--- config.mk ---
export PLATFORM = sky130hd
export DESIGN_NAME = regfile_writeback
export DESIGN_NICKNAME = d
export VERILOG_FILES = /design/src/rtl/regfile_writeback.sv
export SDC_FILE = /design/constraint.sdc
export NUM_CORES = 1
export LEC_CHECK = 0
export ABC_CLOCK_PERIOD_IN_PS = 2200
export CELL_PAD_IN_SITES_DETAIL_PLACEMENT = 1
export CELL_PAD_IN_SITES_GLOBAL_PLACEMENT = 1
export CORE_UTILIZATION = 30
export CTS_BUF_LIST = sky130_fd_sc_hd__clkbuf_8 sky130_fd_sc_hd__clkbuf_16
export DETAILED_ROUTE_END_ITERATION = 8
export HOLD_SLACK_MARGIN = 0.06
export PLACE_DENSITY_LB_ADDON = 0.1
export SYNTH_ARGS = -nofsm -noshare
export SYNTH_HDL_FRONTEND = slang
export SYNTH_SLANG_ARGS = --single-unit
--- constraint.sdc ---
create_clock -name clk -period 2.2 [get_ports clk]
set_input_delay 0.22 -clock clk [delete_from_list [all_inputs] [get_ports clk]]
set_output_delay 0.22 -clock clk [all_outputs]
set_load 0.005 [all_outputs]
--- src/rtl/regfile_writeback.sv ---
// Register-file write-port arbiter: ALU results win, loads queue in a
// small FIFO with per-entry live bits and read-address hazard flags.
module regfile_writeback #(
  parameter int DEPTH = 4,
  parameter int AW    = 2
) (
  input  logic          clk,
  input  logic          rst_n,
  input  logic          aluValid,
  input  logic [4:0]    aluReg,
  input  logic [31:0]   aluData,
  input  logic          ldValid,
  input  logic [4:0]    ldReg,
  input  logic [31:0]   ldData,
  output logic          ldReady,
  input  logic [4:0]    chkReg1,
  input  logic [4:0]    chkReg2,
  output logic          hazard1,
  output logic          hazard2,
  output logic [AW:0]   count,
  output logic          write,
  output logic [4:0]    writeReg,
  output logic [31:0]   writeData
);

  localparam logic [AW:0] DEPTH_C = (AW+1)'(DEPTH);

  logic [4:0]       r_reg  [DEPTH];
  logic [31:0]      r_data [DEPTH];
  logic [DEPTH-1:0] r_live;
  logic [AW-1:0]    r_wp;
  logic [AW-1:0]    r_rp;
  logic [AW:0]      r_occ;

  logic          w_alu;
  logic          w_acc;
  logic          w_push;
  logic          w_pop;
  logic          w_head_live;
  logic          w_push_live;
  logic [AW:0]   w_cnt;
  logic          w_hz1;
  logic          w_hz2;

  assign w_alu       = aluValid & (aluReg != 5'd0);
  assign ldReady     = (r_occ < DEPTH_C);
  assign w_acc       = ldValid & ldReady;
  assign w_push      = w_acc & (ldReg != 5'd0);
  assign w_pop       = ~w_alu & (r_occ != '0);
  assign w_head_live = r_live[r_rp];
  // a load racing a same-register ALU result is already stale
  assign w_push_live = ~(w_alu & (aluReg == ldReg));

  always_comb begin
    w_cnt = '0;
    w_hz1 = 1'b0;
    w_hz2 = 1'b0;
    for (int i = 0; i < DEPTH; i++) begin
      w_cnt = w_cnt + (AW+1)'(r_live[i]);
      if (r_live[i] && (r_reg[i] == chkReg1))
        w_hz1 = 1'b1;
      if (r_live[i] && (r_reg[i] == chkReg2))
        w_hz2 = 1'b1;
    end
    if (w_acc && (ldReg == chkReg1))
      w_hz1 = 1'b1;
    if (w_acc && (ldReg == chkReg2))
      w_hz2 = 1'b1;
  end

  assign count   = w_cnt;
  assign hazard1 = w_hz1 & (chkReg1 != 5'd0);
  assign hazard2 = w_hz2 & (chkReg2 != 5'd0);

  always_ff @(posedge clk or negedge rst_n) begin
    if (!rst_n) begin
      r_live <= '0;
      r_wp   <= '0;
      r_rp   <= '0;
      r_occ  <= '0;
      for (int i = 0; i < DEPTH; i++) begin
        r_reg[i]  <= '0;
        r_data[i] <= '0;
      end
    end else begin
      for (int i = 0; i < DEPTH; i++) begin
        if (w_alu && r_live[i] && (r_reg[i] == aluReg))
          r_live[i] <= 1'b0;
      end
      if (w_pop) begin
        r_live[r_rp] <= 1'b0;
        r_rp         <= r_rp + AW'(1);
      end
      if (w_push) begin
        r_reg[r_wp]  <= ldReg;
        r_data[r_wp] <= ldData;
        r_live[r_wp] <= w_push_live;
        r_wp         <= r_wp + AW'(1);
      end
      unique case ({w_push, w_pop})
        2'b10:   r_occ <= r_occ + (AW+1)'(1);
        2'b01:   r_occ <= r_occ - (AW+1)'(1);
        default: r_occ <= r_occ;
      endcase
    end
  end

  always_ff @(posedge clk or negedge rst_n) begin
    if (!rst_n) begin
      write     <= 1'b0;
      writeReg  <= '0;
      writeData <= '0;
    end else begin
      unique case (1'b1)
        w_alu: begin
          write     <= 1'b1;
          writeReg  <= aluReg;
          writeData <= aluData;
        end
        (w_pop && w_head_live): begin
          write     <= 1'b1;
          writeReg  <= r_reg[r_rp];
          writeData <= r_data[r_rp];
        end
        default: write <= 1'b0;
      endcase
    end
  end

endmodule
==> summary.txt <==
Global routing
  – GRT overflow: 0
  – GR Layer Usage met3: 0.03018
  – Met1 Track Usage GR: 0.2199
  – Vias in the first global route: 7588
  – Gr busiest metal: met2
  – Met2 Use GR: 0.3103
  – Initial antenna violation count: 0
  – Largest net degree at the start of global routing: 71
  – Global-route usage over all layers: 0.1754
  – First-pass GRT wire length: 44560 µm

Timing
  – Max-slew violations: 0
  – Highest Clock Rate: 0.4630 GHz
  – Clock skew: 0.01760 ns
  – Post-layout min period: 2.160 ns
  – Endpoints failing setup: 0
  – RSZ-0062 raised after global routing: yes
  – Final Cycle Share: 0.9817
  – Fin. Hold Viols: 0
  – Setup total negative slack: 0 ns
  – Worst-Margin Slew: 0.6452 ns
  – Rel. slew slack: 0.5659

Placement
  – Port Buffers: 131
  – Post-DP HPWL: 19200 µm
  – # placed instances: 1316
  – Routability cong.: 0.8566

Floorplan
  – Die area: 33460 µm²
  – Initial Utilization: 0.3080
  – Ports: 132
  – Die W: 182.9 µm
  – Die Y: 182.9 µm
  – Core area: 31880 µm²
  – Row count: 65

Yosys
  – Synth Instances: 744
  – EDFF count, synth: 0
  – Unique cell type count in the Yosys netlist: 35
  – Fraction of registers with async set/reset: 1.000
  – Top-area cell type share of the netlist area: 0.5020
  – Top cells by area, synth: dfrtp_1 (50%), mux2_2 (17%), mux4_2 (7.6%)
  – Main synth FF type: dfrtp_1
  – Count leader, synth: dfrtp_1
  – Synth area leader: dfrtp_1
  – Syn Area/Cell: 13.20 µm²
  – Synthesized cell area: 9821 µm²
  – Mapped Nets: 845
  – Synth top cells by count: dfrtp_1 (197), mux2_2 (144), xor2_1 (45)
  – Synthesized flop and latch total: 197
  – Post-synthesis sequential area ratio: 0.5020
  – YS warnings: 0

Critical path
  – CP Capture Type: output port
  – Reg2Reg Depth: 10
  – Reg2reg setup slack: 0.24 ns
  – FF-to-FF Start: r_occ[0]$_DFFE_PN0P_
  – CP Max Fanout: 2
  – Setup CP Type: reg2out
  – CP startpoint: r_live[0]$_DFF_PN0_
  – Required time worst endpoint: 1.98 ns
  – Worst r2r dst: r_occ[2]$_DFFE_PN0P_
  – CP endpoint: count[1]
  – Startpoint Class: flip-flop
  – Critical Path AT: 1.94 ns

Power and ir drop
  – Power density cells: 1378 nW/µm²
  – Comb power frac: 0.436
  – Worst vdd ir: 0.4071 mV
  – Switching power: 6.072 mW
  – Leak pwr: 5.425 nW
  – Sw frac: 0.3404
  – Clock power frac: 0.183
  – Power Internal: 11.76 mW
  – Flop pwr share: 0.381

Routing
  – DR iter-0 viols: 217
  – DRT Pass-1 Iters: 4
  – Via count: 6637
  – Routed wire length per instance: 20.66 µm
  – DRC viols: 0
  – Vias per cell: 4.891
  – Post-DRT Antenna Nets: 0
  – Post-Route WL: 28040 µm

Final layout
  – Finished Layout Cells: 1357
  – Share of layout cells above drive strength 1: 0.3514
  – Final Net Count: 1010
  – N_diodes: 0
  – Area Overhead vs Synth: 31.83%
  – Max reg flops: 128

Clock network
  – CTS tree: done
  – Clk root buf: clkbuf_16
  – Clk_lat worst skew: 0.44 ns
  – CTS Sinks: 197
  – Total CTS buffers: 17
  – Max clock buf depth: 2
  – Clk slew on worst S/H paths: 0.08 ns
  – H-Tree Depth: 4

Run status
  – Status: finished, final reports clean

Worst hold path
  – Tightest Hold Check Type: in2async

Job
  – Maximum capacitance violations: 0
==> through the flow <==
stage                     hold slack [ns]  instance area, µm²  worst slack [ns]  total power, mW    util
final                              0.3112               12950           0.04030            17.84  0.4061
after global placement             0.2417               12160           -0.3716            14.03  0.3813
after floorplan                  -0.07559                9883           -0.1558            11.04       -
after CTS                          0.3320               12860          0.007442            17.95  0.4034
after global routing               0.3452               12950          -0.02253            19.02  0.4061
after detailed placement           0.2459               12160           -0.3870            14.46  0.3813
==> final cells by class <==
| class | count | area (µm²) |
|---|---|---|
| fill | 3351 | 18930 |
| sequential | 197 | 4947 |
| multi-input combinational | 469 | 4647 |
| timing repair buffer | 205 | 2112 |
| tap | 435 | 544.3 |
| clock buffer | 18 | 439.2 |
| clock inverter | 14 | 182.7 |
| inverter | 19 | 73.82 |
==> cells in the final DEF, fill, tap and decap left out, types with 5 or more instances in the layout <==
master / synthesis / layout
dfrtp_1: 197 / 185
mux2_2: 144 / 144
clkdlybuf4s50_1: 0 / 122
buf_4: 9 / 51
xor2_1: 45 / 43
mux2i_1: 39 / 39
o21ai_0: 38 / 38
nand2_1: 43 / 38
xnor2_1: 35 / 35
mux4_2: 33 / 33
nand3_1: 21 / 21
buf_12: 0 / 19
clkbuf_16: 0 / 17
inv_1: 19 / 14
dfrtp_2: 0 / 11
ha_1: 11 / 8
or4_1: 8 / 7
nor4_1: 9 / 5
nor3_1: 5 / 5
mux2_1: 5 / 5
==> per-layer routing <==
metal  vias up  wire length [µm]  share of wire
li1       2979                 -              -
met4         0               515          0.018
met1      3495             12040           0.43
met2       125             14500           0.52
met3        38               982          0.035
met5         -                 0              0
==> critical path, cell delays in order (launching register included) <==
cell and delay [ns]:
dfrtp_1 0.37, inv_2 0.05, fa_1 0.55, inv_2 0.05, ha_4 0.15, ha_4 0.23
buf_6 0.11
==> what timing repair did <==
item / in CTS / in global routing
pin swaps: 9 / 11
setup buffers: 5 / 3
setup endpoints to repair: 5 / 5
hold buffers: 1 / 0
resized for setup: 31 / 18
endpoints found under the hold margin: 53 / 0
==> cell families after synthesis <==
logic type	share of synthesized area
and+or+nand+nor	0.04612
DFF	0.5020
adders and majority gates	0.01809
muxes	0.2863
buffers and inverters	0.03847
AOI/OAI and AO/OA	0.03771
xor gates and xnor gates	0.07135
==> how the worst min path moves through the flow <==
stage / end / slack, ns / depth (start not counted)
global placement: writeData[2]$_DFFE_PN0P_ / 0.24 / 1
floorplan: r_data[0]$_DFFE_PN0P_ / -0.08 / 0
detailed placement: write$_DFF_PN0_ / 0.25 / 1
global route: write$_DFF_PN0_ / 0.35 / 2
CTS: write$_DFF_PN0_ / 0.33 / 2
finish: write$_DFF_PN0_ / 0.31 / 2
==> power by group through the flow <==
stage	clock network, mW	registers (mW)	logic [mW]
final	3.27	6.79	7.77
after detailed placement	0	6.86	7.60
after global routing	3.52	7.02	8.48
after CTS	3.37	6.80	7.78
after floorplan	0	6.36	4.68
after global placement	0	6.66	7.37
No activity file was read; power rests on OpenSTA's default activity.
